File: config.mk
export PLATFORM = sky130hd
export DESIGN_NAME = sqrt_seq
export DESIGN_NICKNAME = d
export VERILOG_FILES = /design/src/rtl/sqrt_pkg.sv /design/src/rtl/sqrt_datapath.sv /design/src/rtl/sqrt_seq.sv
export SDC_FILE = /design/constraint.sdc
export NUM_CORES = 1
export LEC_CHECK = 0
export CAP_MARGIN = 20
export CORE_ASPECT_RATIO = 2
export CORE_MARGIN = 4
export CORE_UTILIZATION = 36
export CTS_BUF_LIST = sky130_fd_sc_hd__clkbuf_4
export CTS_CLUSTER_DIAMETER = 50
export DETAILED_ROUTE_END_ITERATION = 7
export PLACE_DENSITY_LB_ADDON = 0.15
export SLEW_MARGIN = 20
export SYNTH_ARGS = -nofsm -noshare
export SYNTH_HDL_FRONTEND = slang
export SYNTH_SLANG_ARGS = --single-unit
File: constraint.sdc
create_clock -name clk -period 4.47 [get_ports clk]
set_input_delay 0.447 -clock clk [delete_from_list [all_inputs] [get_ports clk]]
set_output_delay 0.447 -clock clk [all_outputs]
set_load 0.01 [all_outputs]
File: src/rtl/sqrt_pkg.sv
// sqrt_pkg: shared definitions for the sequential integer square root.
//   state_e   - controller states (IDLE, ITER, DONE)
//   rw_f      - root width for a given radicand width
//   sq_w_f    - width of the running odd-sum (square) register
//   del_w_f   - width of the odd-increment register
package sqrt_pkg;

  typedef enum logic [1:0] {
    IDLE = 2'd0,
    ITER = 2'd1,
    DONE = 2'd2
  } state_e;

  function automatic int unsigned rw_f(input int unsigned w);
    return w / 2;
  endfunction

  // One extra bit so the square can step past 2^WIDTH-1 without wrapping.
  function automatic int unsigned sq_w_f(input int unsigned w);
    return w + 1;
  endfunction

  // Increment reaches 2*(2^RW)+1, which needs RW+2 bits.
  function automatic int unsigned del_w_f(input int unsigned w);
    return (w / 2) + 2;
  endfunction

endpackage

File: src/rtl/sqrt_datapath.sv
// sqrt_datapath: odd-number summation datapath for sqrt_seq.
//   Holds the captured radicand, the running square (sum of odd numbers),
//   the next odd increment, the comparator and the result registers.
// Ports:
//   clk, clr   - clock, synchronous active-high clear of all registers
//   load_i     - capture a_i and initialise square=1, increment=3
//   step_i     - advance square by increment, increment by 2
//   cap_i      - register the root (and remainder) from current state
//   a_i        - radicand
//   greater_o  - square exceeds captured radicand (unsigned, full width)
//   sqrt_o     - registered root
//   rem_o      - registered remainder (only with SQRT_REM_EN defined)
// Macro: SQRT_REM_EN enables the remainder register and port.
module sqrt_datapath
  import sqrt_pkg::*;
#(
  parameter int unsigned WIDTH = 8
) (
  input  logic                     clk,
  input  logic                     clr,
  input  logic                     load_i,
  input  logic                     step_i,
  input  logic                     cap_i,
  input  logic [WIDTH-1:0]         a_i,
  output logic                     greater_o,
  output logic [rw_f(WIDTH)-1:0]   sqrt_o
`ifdef SQRT_REM_EN
  ,
  output logic [rw_f(WIDTH):0]     rem_o
`endif
);

  localparam int unsigned RW   = rw_f(WIDTH);
  localparam int unsigned SQW  = sq_w_f(WIDTH);
  localparam int unsigned DELW = del_w_f(WIDTH);

  logic [WIDTH-1:0] a_q,    a_d;
  logic [SQW-1:0]   sq_q,   sq_d;
  logic [DELW-1:0]  del_q,  del_d;
  logic [RW-1:0]    sqrt_q, sqrt_d;

  assign greater_o = sq_q > SQW'(a_q);
  assign sqrt_o    = sqrt_q;

  always_comb begin
    a_d    = a_q;
    sq_d   = sq_q;
    del_d  = del_q;
    sqrt_d = sqrt_q;
    if (load_i) begin
      a_d   = a_i;
      sq_d  = SQW'(1);
      del_d = DELW'(3);
    end else if (step_i) begin
      sq_d  = sq_q + SQW'(del_q);
      del_d = del_q + DELW'(2);
    end
    // Increment is 2*(root+1)+1 when the square first overshoots.
    if (cap_i) begin
      sqrt_d = RW'((del_q >> 1) - DELW'(1));
    end
  end

  always_ff @(posedge clk) begin
    if (clr) begin
      a_q    <= '0;
      sq_q   <= '0;
      del_q  <= '0;
      sqrt_q <= '0;
    end else begin
      a_q    <= a_d;
      sq_q   <= sq_d;
      del_q  <= del_d;
      sqrt_q <= sqrt_d;
    end
  end

`ifdef SQRT_REM_EN
  localparam int unsigned REMW = RW + 1;

  logic [REMW-1:0] rem_q, rem_d;

  // sq_q - del_q + 2 is the previous square, i.e. root^2.
  always_comb begin
    rem_d = rem_q;
    if (cap_i) begin
      rem_d = REMW'(SQW'(a_q) - sq_q + SQW'(del_q) - SQW'(2));
    end
  end

  always_ff @(posedge clk) begin
    if (clr) begin
      rem_q <= '0;
    end else begin
      rem_q <= rem_d;
    end
  end

  assign rem_o = rem_q;
`endif

endmodule

File: src/rtl/sqrt_seq.sv
// sqrt_seq: sequential integer square root by odd-number summation.
//   Accepts a radicand on start in IDLE, iterates root+1 cycles, then
//   pulses done for one cycle; the root is held until the next accept.
// Ports:
//   clk    - clock (rising edge)
//   clr    - synchronous active-high reset, aborts any computation
//   start  - request, sampled only in IDLE
//   a      - radicand (WIDTH bits, unsigned)
//   busy   - computation in progress
//   done   - one-cycle result-valid pulse
//   sqrt   - floor(sqrt(a)) (WIDTH/2 bits)
//   rem    - a - sqrt^2 (WIDTH/2+1 bits), present only with SQRT_REM_EN
// Macro: SQRT_REM_EN enables the remainder output.
module sqrt_seq
  import sqrt_pkg::*;
#(
  parameter int unsigned WIDTH = 8
) (
  input  logic                   clk,
  input  logic                   clr,
  input  logic                   start,
  input  logic [WIDTH-1:0]       a,
  output logic                   busy,
  output logic                   done,
  output logic [rw_f(WIDTH)-1:0] sqrt
`ifdef SQRT_REM_EN
  ,
  output logic [rw_f(WIDTH):0]   rem
`endif
);

  if ((WIDTH < 2) || ((WIDTH % 2) != 0)) begin : g_width_chk
    $error("sqrt_seq: WIDTH must be even and at least 2");
  end

  state_e state_q, state_d;
  logic   greater;
  logic   load, step, cap;

  always_ff @(posedge clk) begin
    if (clr) begin
      state_q <= IDLE;
    end else begin
      state_q <= state_d;
    end
  end

  always_comb begin
    state_d = state_q;
    unique case (state_q)
      IDLE:    if (start) state_d = ITER;
      ITER:    if (greater) state_d = DONE;
      DONE:    state_d = IDLE;
      default: state_d = IDLE;
    endcase
  end

  always_comb begin
    busy = 1'b0;
    done = 1'b0;
    load = 1'b0;
    step = 1'b0;
    cap  = 1'b0;
    unique case (state_q)
      IDLE: load = start;
      ITER: begin
        busy = 1'b1;
        cap  = greater;
        step = ~greater;
      end
      DONE:    done = 1'b1;
      default: ;
    endcase
  end

  sqrt_datapath #(
    .WIDTH(WIDTH)
  ) u_dp (
    .clk       (clk),
    .clr       (clr),
    .load_i    (load),
    .step_i    (step),
    .cap_i     (cap),
    .a_i       (a),
    .greater_o (greater),
    .sqrt_o    (sqrt)
`ifdef SQRT_REM_EN
    ,
    .rem_o     (rem)
`endif
  );

endmodule

# Yosys cells after proc, flatten, opt, wreduce, memory -nomap -nowiden
# Cells that the tools add are included.
[classes] addsub=3 order_cmp=1 eq_ne=4 mux=12 n_bitwise=1 n_reduce_logical=4
[op_table] cell="$add A9 B6 Y9" n=1
[op_table] cell="$gt A9 B8 Y1" n=1
[op_table] cell="$mux W2" n=4
[op_table] cell="$mux W1" n=7
[op_table] cell="$add A6 B2 Y6 const B" n=1
[op_table] cell="$ne A2 B2 Y1 const B" n=2
[op_table] cell="$pmux W2 S2" n=1
[op_table] cell="$sub A4 B1 Y4 const B" n=1
[op_table] cell="$eq A2 B1 Y1 const B" n=1
[op_table] cell="$eq A2 B2 Y1 const B" n=1
[op_table] cell="$logic_not A2 Y1" n=1
[op_table] cell="$reduce_and A2 Y1" n=1
[op_table] cell="$reduce_bool A2 Y1" n=1
[op_table] cell="$reduce_or A2 Y1" n=1
[op_table] cell="$not A1 Y1" n=1
[word_totals] regBits=29 out_inout_bits=6 word_cells=32

# Logic depth before layout (Yosys ltp)
[depth] word_depth=5 ltp_mapped=8

# Hierarchy
# From an unflattened synthesis, not the netlist that was laid out.
[hier_totals] hier_cells=177 hier_area_um2=1604.0
[modules_own_cells] mod="sqrt_datapath" instances=1 cells_per_inst=166 area_per_inst_um2=1487.7 seq_area_each_um2=540.5
[modules_own_cells] mod="sqrt_seq" instances=1 cells_per_inst=11 area_per_inst_um2=116.4 seq_area_each_um2=40.0

# Worst setup path after synthesis
# OpenSTA, ideal clock, no wires.
[synth_path] kind="register -> register" startpoint="register u_dp.a_q[7]" endpoint="register u_dp.sq_q[3]" t_arrival_ns=2.010 path_slack_ns=2.389 path_stages_with_launch=8 path_buffers=0 period_less_slack_ns=2.081 cell_sequence="dfxtp_1 > inv_1 > ha_1 > and4b_1 > a2111o_1 > o211a_2 > or4_1 > a21oi_1"
[synth_via] elab_chain_cells=3
[synth_rtl] element="start, declared" line="sqrt_datapath.sv:37" source="logic [WIDTH-1:0] a_q, a_d;"
[synth_rtl] element="start signal, assigned" line="sqrt_datapath.sv:66" source="a_q <= '0;"
[synth_rtl] element="start signal, assigned" line="sqrt_datapath.sv:71" source="a_q <= a_d;"
[synth_rtl] element="$gt A9 B8 Y1" line="sqrt_datapath.sv:42" source="assign greater_o = sq_q > SQW'(a_q);"
[synth_rtl] element="$not A1 Y1" line="sqrt_seq.sv:69" source="step = ~greater;"
[synth_rtl] element="$mux W1" line="sqrt_seq.sv:64" source="unique case (state_q)"
[synth_rtl] element="end signal, assigned" line="sqrt_datapath.sv:72" source="sq_q <= sq_d;"
[synth_rtl] element="end, declared" line="sqrt_datapath.sv:38" source="logic [SQW-1:0] sq_q, sq_d;"
# No other way between the ends.
# A chain may end at the register's enable or synchronous reset.

# Worst setup path in the final report
[layout_path] startpoint="register state_q[1]" endpoint="output port busy"
[layout_via] elab_chain_cells=2
[layout_rtl] element="start, declared" line="sqrt_seq.sv:36" source="state_e state_q, state_d;"
[layout_rtl] element="start signal, assigned" line="sqrt_seq.sv:44" source="state_q <= state_d;"
[layout_rtl] element="$eq A2 B1 Y1" line="sqrt_seq.sv:64"
[layout_rtl] element="$mux W1" line="sqrt_seq.sv:64"
[layout_rtl] element="end, declared" line="sqrt_seq.sv:23" source="output logic busy,"
# No other way between the ends.

==> impl_metrics.py <==
metrics = {
    "power": {
        "power_uw": 619,
        "power.density_nw_per_um2": 337,
        "peakVddDrop_v": 0.000231,
        "leakagePower_nw": 0.704,
    },
    "finish": {
        "area_growth_pct": 15.8,
        "drive_above_1_share_pct": 4.85,
        "fin_util_pct": 44.0,
        "num-nets-final": 233,
        "final_cells": 258,
        "diodes": 0,
    },
    "logic_synthesis": {
        "synth_cells": 190,
        "synthTopCellsByCount": "dfxtp_1 (29), a21oi_1 (25), nand2_1 (20)",
        "syn_area_sq_um": 1590,
        "synth_cell_types": 35,
        "synth.area.top_cells": "dfxtp_1 (37%), ha_1 (13%), a21oi_1 (7.9%), nand2_1 (4.7%), o21ai_0 (4.4%)",
        "synth_most_common_cell": "dfxtp_1",
        "async_flop_share_pct": 0,
        "synth-seq-cells": 29,
        "syn-mean-instance-area_sq_um": 8.35,
        "yosysTopAreaCell": "dfxtp_1",
        "synth_top_cell_area_share_pct": 36.6,
        "synth_edf_count": 0,
        "ys_seq_area_share_pct": 36.6,
        "synth_warnings": 0,
        "synth_ff_type": "dfxtp_1",
        "syn_nets": 218,
    },
    "timing": {
        "setup_tns_ps": 0,
        "hold_violations": 0,
        "rsz0062_at_grt": "no",
        "period_needed_ps": 2750,
        "setup_viol": 0,
        "max_slew.worst_pin.slew_ps": 746,
        "slew_viol_final": 0,
        "slew-limit-headroom_pct": 50.1,
        "clock.fmax_mhz": 364,
        "fin_skew_ps": 11.7,
        "fin_crit_sh_pct": 61.5,
    },
    "cts": {
        "cts_resized": 0,
        "cts.sinks": 29,
        "clockRootBuffer": "clkbuf_4",
        "cts_setup_buffers": 0,
        "cts_tree": "built",
        "hold_buffers": 0,
        "h-tree-depth": 2,
        "cts_buffers": 5,
        "clk_path_buf_depth": 2,
        "clk_latency_ps": 330,
        "clkTransAtPathRegs_ps": 90,
    },
    "route": {
        "post_drt_wl_per_cell_um": 14.0,
        "drc": 0,
        "dr.pass1.iters": 4,
        "vias": 1416,
        "post_drt_via_cell_ratio": 5.49,
        "ant_nets": 0,
        "drt_wl_total_um": 3620,
        "drt_iter0_markers": 21,
    },
    "setup_path": {
        "crit_required_ps": 4020,
        "cp-start-kind": "register",
        "crit_path_max_fanout": 18,
        "critPathKind": "register to output pin",
        "end_kind": "output pin",
        "cp.arrival_ps": 2300,
        "crit_start": "state_q[1]$_SDFFE_PP0P_",
        "cp-endpoint": "busy",
        "crit-reg2reg-launch": "u_dp.sq_q[6]$_SDFFE_PP0P_",
        "ff2ff_setup_slack_ps": 2080,
        "worstRegToRegCells": 6,
        "r2r_end": "u_dp.sq_q[3]$_SDFFE_PP0P_",
    },
    "floorplan": {
        "num_rows": 33,
        "initial_core_util_pct": 38.0,
        "die_h_um": 102,
        "coreArea_sq_um": 4170,
        "die_area_sq_um": 5600,
        "ios": 17,
        "die_w_um": 54.9,
    },
    "global_routing": {
        "overflow": 0,
        "grt_max_degree": 27,
        "grt_pass1_wl_um": 6160,
        "grt_pass1_vias": 1370,
        "track_usage_pct": 15.1,
        "antenna_found_initial": 0,
    },
    "placement": {
        "dp_cells": 250,
        "portBuffers": 16,
        "gp_congestion": 0.910,
        "hpwl_um": 2700,
    },
    "hold_path": {
        "min_from": "u_dp.a_q[3]$_SDFFE_PP0P_",
        "hp-class": "register to register",
    },
    "status": {
        "status": "completed",
    },
    "run": {
        "drv_cap": 0,
    },
}
worst min-delay path by stage:
stage                               end  slack, ps  cells after the start
2_1_floorplan  u_dp.a_q[1]$_SDFFE_PP0P_        440                      2
3_3_place_gp   u_dp.a_q[4]$_SDFFE_PP0P_        450                      2
3_5_place_dp   u_dp.a_q[7]$_SDFFE_PP0P_        450                      2
4_1_cts        u_dp.a_q[7]$_SDFFE_PP0P_        460                      2
5_1_grt        u_dp.a_q[5]$_SDFFE_PP0P_        480                      2
6_report       u_dp.a_q[3]$_SDFFE_PP0P_        460                      2
worst max-delay path, cell delays in order, from the launching register on:
cell             delay [ps]
dfxtp_1                 360
nand2b_1                430
clkinv_1                560
clkdlybuf4s50_1         630
where the power goes:
part	internal, mW	leakage [nW]	switching, mW
sequential	0.277	0.236	0.0135
combinational	0.0631	0.432	0.103
clock	0.0659	0.0354	0.0968
total	0.406	0.704	0.213
stage by stage:
| step | hold slack, ps | area [sq um] | setup WS [ps] |
|---|---|---|---|
| after CTS | 463 | 1840 | 1700 |
| after global placement | 446 | 1780 | 2130 |
| after global routing | 485 | 1840 | 1550 |
| after detailed placement | 449 | 1780 | 2090 |
| final | 458 | 1840 | 1720 |
| after floorplan | 436 | 1590 | 2390 |
area by class of cell:
cell class	instances	area (sq um)
Tap cell	52	65.1
Clock inverter	2	10.0
Sequential cell	29	581
Clock buffer	6	45.0
Multi-Input combinational cell	140	927
Fill cell	414	2330
Inverter	13	48.8
Timing Repair Buffer	16	160
layer usage:
metal / up-vias / routed length (um) / part of all wire (%) / global-route usage (%)
met1: 668 / 1430 / 39 / 16.4
met4: 0 / 81 / 2.2 / 6.74
met2: 21 / 2000 / 55 / 26.5
li1: 720 / - / - / -
met5: - / 0 / 0 / 0
met3: 7 / 112 / 3.1 / 3.50
placed cells by master, fill, tap and decap left out, drive strengths merged, types with 4 or more instances in the layout:
master and count:
nor3 6, clkbuf 6, nor2 9, or3 4, nand2 20, ha 16
a211oi 4, dfxtp 29, clkdlybuf4s50 16, a21oi 25, o21ai 14, a311oi 4
inv 12, nand3 5
logic make-up (layout without fill, tap and decap cells):
logic type / count (synthesis) / after routing / share of synthesized area [%]
compound gates: 63 / 63 / 25.0
simple gates: 55 / 55 / 16.8
flops: 29 / 29 / 36.6
buf+inv: 21 / 37 / 4.97
fa+ha+maj: 17 / 17 / 13.9
xor+xnor: 5 / 5 / 2.76
sequential cells by signal, summed over array words and instances (netlist names):
register,count
u_dp.sq_q,9
u_dp.a_q,8
u_dp.del_q,6
u_dp.sqrt_o,4
state_q,2
(Power assumes the default switching activity.)
